===== src/rtl/muldiv_unit_pkg.sv =====
// Shared constants, FSM/step encodings and funct3 op-class decode for the RV32M multiply/divide unit.
package muldiv_unit_pkg;

    localparam int MDU_XLEN  = 32;
    localparam int MDU_CNT_W = 5;

    localparam logic [6:0] FUNCT7_MULDIV = 7'b0000001;

    localparam logic [2:0] F3_MUL    = 3'b000;
    localparam logic [2:0] F3_MULH   = 3'b001;
    localparam logic [2:0] F3_MULHSU = 3'b010;
    localparam logic [2:0] F3_MULHU  = 3'b011;
    localparam logic [2:0] F3_DIV    = 3'b100;
    localparam logic [2:0] F3_DIVU   = 3'b101;
    localparam logic [2:0] F3_REM    = 3'b110;
    localparam logic [2:0] F3_REMU   = 3'b111;

    typedef enum logic [1:0] {
        S_IDLE = 2'b00,
        S_CALC = 2'b01,
        S_DONE = 2'b10
    } state_e;

    typedef enum logic {
        STEP_MUL = 1'b0,
        STEP_DIV = 1'b1
    } step_mode_e;

    typedef struct packed {
        logic is_div;
        logic signed_a;
        logic signed_b;
        logic want_high;
        logic want_rem;
    } op_class_t;

    function automatic op_class_t decode_op(input logic [2:0] funct3);
        op_class_t c;
        c.is_div    = funct3[2];
        c.signed_a  = (funct3 == F3_MUL) || (funct3 == F3_MULH) || (funct3 == F3_MULHSU) ||
                      (funct3 == F3_DIV) || (funct3 == F3_REM);
        c.signed_b  = (funct3 == F3_MUL) || (funct3 == F3_MULH) ||
                      (funct3 == F3_DIV) || (funct3 == F3_REM);
        c.want_high = !funct3[2] && (funct3 != F3_MUL);
        c.want_rem  = funct3[2] && funct3[1];
        return c;
    endfunction

endpackage


===== src/rtl/muldiv_unit_mdu_step.sv =====
// One radix-2 iteration: shift-add for multiply, trial subtract for restoring divide.
module muldiv_unit_mdu_step
    import muldiv_unit_pkg::*;
#(
    parameter int XLEN = MDU_XLEN
) (
    input  logic [XLEN-1:0] acc,
    input  logic [XLEN-1:0] operand,
    input  step_mode_e      mode,
    input  logic            bit_in,
    output logic [XLEN-1:0] acc_next,
    output logic            bit_out
);

    logic [XLEN:0] sum;
    logic [XLEN:0] shifted;

    always_comb begin
        sum      = '0;
        shifted  = '0;
        acc_next = acc;
        bit_out  = 1'b0;
        if (mode == STEP_MUL) begin
            // bit_in is the multiplier LSB; the carry-out lands in the accumulator MSB
            sum      = {1'b0, acc} + (bit_in ? {1'b0, operand} : '0);
            acc_next = sum[XLEN:1];
            bit_out  = sum[0];
        end else begin
            // bit_in is the next dividend bit shifted into the partial remainder
            shifted = {acc, bit_in};
            if (shifted >= {1'b0, operand}) begin
                acc_next = shifted[XLEN-1:0] - operand;
                bit_out  = 1'b1;
            end else begin
                acc_next = shifted[XLEN-1:0];
            end
        end
    end

endmodule


===== src/rtl/muldiv_unit.sv =====
// Multi-cycle RV32M multiply/divide responder: one op in flight, req/resp handshakes, flush abort.
//
//  state  | meaning
//  S_IDLE | ready for a request (req_ready=1)
//  S_CALC | iterating one step per cycle, counter counts down to terminal count 0
//  S_DONE | result held on resp_result with resp_valid=1 until resp_ready
module muldiv_unit
    import muldiv_unit_pkg::*;
#(
    parameter int XLEN  = MDU_XLEN,
    parameter int CNT_W = MDU_CNT_W
) (
    input  logic            clk,
    input  logic            rst,
    input  logic            flush,
    input  logic            req_valid,
    output logic            req_ready,
    input  logic [2:0]      req_funct3,
    input  logic [XLEN-1:0] req_rs1,
    input  logic [XLEN-1:0] req_rs2,
    output logic            resp_valid,
    input  logic            resp_ready,
    output logic [XLEN-1:0] resp_result,
    output logic            busy
);

    localparam logic [XLEN-1:0]  WORD_MIN  = {1'b1, {(XLEN-1){1'b0}}};
    localparam logic [CNT_W-1:0] CNT_LOAD  = CNT_W'(XLEN-1);

    state_e          state;
    logic [CNT_W-1:0] cnt;
    logic [XLEN-1:0] acc;
    logic [XLEN-1:0] lo;
    logic [XLEN-1:0] opnd;
    op_class_t       cls;
    logic            msb_a;
    logic            msb_b;

    op_class_t       in_cls;
    logic            sign_a;
    logic            sign_b;
    logic [XLEN-1:0] mag_a;
    logic [XLEN-1:0] mag_b;
    logic            div_zero;
    logic            div_ovf;
    logic            is_fast;
    logic [XLEN-1:0] fast_result;

    always_comb begin
        in_cls   = decode_op(req_funct3);
        sign_a   = in_cls.signed_a & req_rs1[XLEN-1];
        sign_b   = in_cls.signed_b & req_rs2[XLEN-1];
        mag_a    = sign_a ? ('0 - req_rs1) : req_rs1;
        mag_b    = sign_b ? ('0 - req_rs2) : req_rs2;
        div_zero = in_cls.is_div & (req_rs2 == '0);
        div_ovf  = in_cls.is_div & in_cls.signed_a & (req_rs1 == WORD_MIN) & (req_rs2 == '1);
        is_fast  = div_zero | div_ovf;
        if (div_zero) begin
            fast_result = in_cls.want_rem ? req_rs1 : '1;
        end else begin
            fast_result = in_cls.want_rem ? '0 : WORD_MIN;
        end
    end

    step_mode_e      step_mode;
    logic            step_in;
    logic [XLEN-1:0] step_acc;
    logic            step_bit;

    assign step_mode = cls.is_div ? STEP_DIV : STEP_MUL;
    assign step_in   = cls.is_div ? lo[XLEN-1] : lo[0];

    muldiv_unit_mdu_step #(
        .XLEN(XLEN)
    ) u_step (
        .acc      (acc),
        .operand  (opnd),
        .mode     (step_mode),
        .bit_in   (step_in),
        .acc_next (step_acc),
        .bit_out  (step_bit)
    );

    logic [XLEN-1:0]   lo_next;
    logic              neg_q;
    logic              neg_r;
    logic [2*XLEN-1:0] prod_mag;
    logic [2*XLEN-1:0] prod_res;
    logic [XLEN-1:0]   quot_res;
    logic [XLEN-1:0]   rem_res;
    logic [XLEN-1:0]   final_result;

    // Signs are applied only on the last step, so the loop works on magnitudes throughout
    always_comb begin
        lo_next  = cls.is_div ? {lo[XLEN-2:0], step_bit} : {step_bit, lo[XLEN-1:1]};
        neg_r    = cls.signed_a & msb_a;
        neg_q    = neg_r ^ (cls.signed_b & msb_b);
        prod_mag = {step_acc, lo_next};
        prod_res = neg_q ? ('0 - prod_mag) : prod_mag;
        quot_res = neg_q ? ('0 - lo_next) : lo_next;
        rem_res  = neg_r ? ('0 - step_acc) : step_acc;
        if (cls.want_rem) begin
            final_result = rem_res;
        end else if (cls.is_div) begin
            final_result = quot_res;
        end else if (cls.want_high) begin
            final_result = prod_res[2*XLEN-1:XLEN];
        end else begin
            final_result = prod_res[XLEN-1:0];
        end
    end

    always_ff @(posedge clk) begin
        if (rst) begin
            state       <= S_IDLE;
            req_ready   <= 1'b1;
            resp_valid  <= 1'b0;
            busy        <= 1'b0;
            resp_result <= '0;
            cnt         <= '0;
            acc         <= '0;
            lo          <= '0;
            opnd        <= '0;
            cls         <= '0;
            msb_a       <= 1'b0;
            msb_b       <= 1'b0;
        end else if (flush) begin
            state      <= S_IDLE;
            req_ready  <= 1'b1;
            resp_valid <= 1'b0;
            busy       <= 1'b0;
        end else begin
            case (state)
                S_IDLE: begin
                    if (req_valid && req_ready) begin
                        cls       <= in_cls;
                        msb_a     <= req_rs1[XLEN-1];
                        msb_b     <= req_rs2[XLEN-1];
                        req_ready <= 1'b0;
                        busy      <= 1'b1;
                        if (is_fast) begin
                            resp_result <= fast_result;
                            resp_valid  <= 1'b1;
                            state       <= S_DONE;
                        end else begin
                            acc   <= '0;
                            lo    <= in_cls.is_div ? mag_a : mag_b;
                            opnd  <= in_cls.is_div ? mag_b : mag_a;
                            cnt   <= CNT_LOAD;
                            state <= S_CALC;
                        end
                    end
                end
                S_CALC: begin
                    acc <= step_acc;
                    lo  <= lo_next;
                    if (cnt == '0) begin
                        resp_result <= final_result;
                        resp_valid  <= 1'b1;
                        state       <= S_DONE;
                    end else begin
                        cnt <= cnt - 1'b1;
                    end
                end
                S_DONE: begin
                    if (resp_ready) begin
                        resp_valid <= 1'b0;
                        req_ready  <= 1'b1;
                        busy       <= 1'b0;
                        state      <= S_IDLE;
                    end
                end
                default: begin
                    state      <= S_IDLE;
                    req_ready  <= 1'b1;
                    resp_valid <= 1'b0;
                    busy       <= 1'b0;
                end
            endcase
        end
    end

endmodule


===== config.mk =====
export PLATFORM = sky130hd
export DESIGN_NAME = muldiv_unit
export DESIGN_NICKNAME = d
export VERILOG_FILES = /design/src/rtl/muldiv_unit_pkg.sv /design/src/rtl/muldiv_unit_mdu_step.sv /design/src/rtl/muldiv_unit.sv
export SDC_FILE = /design/constraint.sdc
export NUM_CORES = 1
export LEC_CHECK = 0
export BUFFER_PORTS_ARGS = -buffer_cell sky130_fd_sc_hd__buf_2
export CAP_MARGIN = 10
export CORE_MARGIN = 3
export CORE_UTILIZATION = 40
export DETAILED_ROUTE_END_ITERATION = 16
export SLEW_MARGIN = 20
export SYNTH_ARGS = -nofsm -noshare
export SYNTH_HDL_FRONTEND = slang
export SYNTH_SLANG_ARGS = --single-unit

===== constraint.sdc =====
create_clock -name clk -period 9.52 [get_ports clk]
set_clock_uncertainty 0.2 [all_clocks]
set_input_delay 1.904 -clock clk [delete_from_list [all_inputs] [get_ports clk]]
set_output_delay 1.904 -clock clk [all_outputs]
set_load 0.005 [all_outputs]

==> summary.txt <==
Outcome
  – Outcome: finished, final reports clean

Cells and area
  – ANT cells: 0
  – Non-Filler Instances: 2787
  – Area Overhead vs Synth: 8.869%
  – Final instance area: 17290 um^2
  – Layout cell share with drive strength beyond 1: 10.31%
  – NumNets Final: 2402

Clock network
  – Max clock buf depth: 2
  – Register clock-pin slew on the reported worst setup and hold paths: 0.07 ns
  – Total CTS buffers: 17
  – Clk root buf: clkbuf_16
  – Clock latency on the worst-skew pair: 0.46 ns
  – Postcts setup bufs: 0
  – CTS hold repair buffers: 0
  – CTS tree: yes
  – # clock sinks: 145
  – H-tree depth: 4
  – Post-CTS sizing: 0

Power and ir drop
  – LEAKAGE: 6.896 nW
  – Max VDD drop: 123.3 uV
  – Pwr per Cell Area: 124.8 nW/um^2

Yosys
  – Synthesized area per cell: 7.054 um^2
  – Area leader, netlist: dfxtp_1
  – Commonest cells in the netlist: nor2_1, a21oi_1, nand2_1
  – Count leader, synth: nor2_1
  – Synth top area cells: dfxtp_1, nor2_1, a21oi_1
  – Synthesized flop and latch total: 145
  – Primary FF master, synth: dfxtp_1
  – Synth unique cells: 97
  – Post-synthesis net count: 2398
  – Fraction of the yosys area taken by sequential cells: 18.27%
  – Asr flop ratio synth: 0%
  – Post-synth EDFFs: 0
  – Syn. warnings: 0
  – Mapped cell area: 15890 um^2
  – Synthesized instance count: 2252
  – Area fraction of the dominant cell type after synthesis: 18.27%

STA
  – RSZ-0062 raised after global routing: false
  – Worst slew pin tran: 0.9948 ns
  – Slew margin rel.: 32.98%
  – Final hold violations: 0
  – Max Slew Vio Count: 0
  – Fin crit share: 79.01%
  – Hold_ws: 0.2653 ns
  – Sum Neg Setup Slack: 0 ns
  – Tmin final: 7.522 ns
  – Endpoints failing setup: 0
  – Max Clock Freq: 0.1329 GHz

Die
  – IO Count: 107
  – Die width: 205.3 um
  – Std cell rows: 72
  – Die area: 42140 um^2
  – DIE HEIGHT: 205.3 um
  – Starting Density: 40.82%
  – Core Region: 38920 um^2

Setup path
  – Reg2Reg Depth: 22
  – Flop2flop setup slack: 2.00 ns
  – CP max FO: 68
  – CP Capture Type: flop
  – Arr. time, crit path: 7.68 ns
  – Crit path kind: flop to flop
  – WP data required: 9.67 ns
  – Setup crit start kind: flop

Routing
  – Avg WL per Cell: 24.71 um
  – Routed Antenna Nets: 0
  – M1 WL: 29.48 mm
  – Vias per Instance: 6.405
  – DR pass1 iterations: 8
  – Initial DRC Count: 2003
  – Top layer in use: met5
  – Met2 wire len: 30.32 mm
  – Routed WL: 68.87 mm
  – Metal3 WL: 6.009 mm
  – Via Count: 17850
  – Drt drc: 0

Global route
  – GRT Total Usage: 31.82%
  – Vias in the first global route: 16140
  – Largest net degree at the start of global routing: 87
  – First-pass GRT wire length: 102.3 mm
  – Overflow after GRT: 0
  – Initial antenna violation count: 1

Placed design
  – IO Port Bufs: 106
  – GPL Wtd Cong: 0.9889
  – HPWL after DPL: 53.65 mm
  – Placed insts: 2755
  – DP Area: 16720 um^2

Hold path
  – Hold Path Depth: 2
  – Worst min path class: flop to flop

Job
  – MaxCap Viol Count: 0
cell usage in the layout (no fill, tap or decap), types with 7 or more instances in the layout:
| cell type | count |
|---|---|
| nor2_1 | 285 |
| a21oi_1 | 202 |
| nand2_1 | 186 |
| o21ai_0 | 183 |
| dfxtp_1 | 144 |
| buf_2 | 105 |
| xnor2_1 | 93 |
| mux2i_1 | 78 |
| xor2_1 | 77 |
| inv_1 | 75 |
| ha_1 | 72 |
| o211ai_1 | 69 |
| a31oi_1 | 56 |
| nor3_1 | 50 |
| a211oi_1 | 48 |
| nand3_1 | 47 |
| nand4_1 | 39 |
| a21o_1 | 32 |
| buf_4 | 32 |
| o31ai_1 | 27 |
| a22oi_1 | 24 |
| and3_1 | 18 |
| and2_1 | 17 |
| clkbuf_16 | 17 |
| or3_1 | 16 |
| o21a_1 | 15 |
| nor4_1 | 13 |
| nand2b_1 | 13 |
| o221ai_1 | 12 |
| nor2b_1 | 11 |
| or4_1 | 11 |
| or2_2 | 11 |
| a41oi_1 | 10 |
| a311oi_1 | 8 |
| a211o_1 | 7 |
| o211a_1 | 7 |
| a221oi_1 | 7 |
registers in the layout, indices dropped and copies added (netlist names):
register	count
acc	32
busy	1
cls	5
cnt	5
lo	32
msb_a	1
msb_b	1
opnd	32
req_ready	1
resp_result	32
resp_valid	1
state	2
report_power, final:
part | total [mW] | internal [mW] | switching [mW]
combinational | 0.795 | 0.252 | 0.543
clock | 0.696 | 0.368 | 0.328
sequential | 0.667 | 0.635 | 0.0324
layout make-up:
cell class | count | area [um^2]
clock buffer | 17 | 425.4
fill | 4084 | 21620
inverter | 77 | 289.0
tap | 518 | 648.1
sequential | 145 | 2907
timing repair buffer | 137 | 765.7
multi-input combinational | 1878 | 12110
clock inverter | 15 | 151.4
cell families after synthesis:
group,count (synthesis),share of synthesized area [%]
XOR/XNOR,172,9.483
AO/OA/AOI/OAI,793,32.80
multiplexers,81,5.120
adder cells (fa/ha/maj),74,5.923
flip-flops,145,18.27
AND/OR/NAND/NOR,758,22.58
buffers and inverters,229,5.821
layer usage:
layer,vias to the layer above,global-route usage [%]
met5,-,0
met4,2,12.69
met3,134,6.739
met2,826,49.20
met1,8552,43.21
li1,8336,-
critical path, cell delays in order, from the launching register on:
cell,delay [ns]
dfxtp_4,0.93
mux2i_2,0.81
ha_1,0.30
nor2b_1,0.08
o21bai_4,0.16
a211oi_2,0.12
or2_4,0.28
o311a_2,0.59
nor2_4,0.51
nand2_1,0.15
o21ai_0,0.17
ha_1,0.23
o21ai_0,0.11
nand2b_1,0.22
nor2_1,0.22
nand3_1,0.19
nor3_1,0.78
nand2_1,0.18
nor4_2,0.42
a211oi_1,0.15
a31oi_1,0.18
o221ai_1,0.15
a22o_1,0.22
stage by stage:
stage | util [%] | total power, mW | worst slack [ns]
2_1_floorplan | - | 1.199 | 1.816
3_3_place_gp | 42.93 | 1.446 | 2.435
3_5_place_dp | 42.96 | 1.450 | 2.254
4_1_cts | 44.44 | 2.136 | 2.230
5_1_grt | 44.44 | 2.242 | 1.566
6_report | 44.44 | 2.158 | 1.998
final timing paths:
| path | end | startpoint |
|---|---|---|
| worst max-delay path | resp_result[24] | cls[4] |
| worst min-delay path | msb_b | msb_b |
| worst max register to register | resp_result[24] | cls[4] |
| worst min register to register | msb_b | msb_b |
Power figures use the tool's default switching activity.
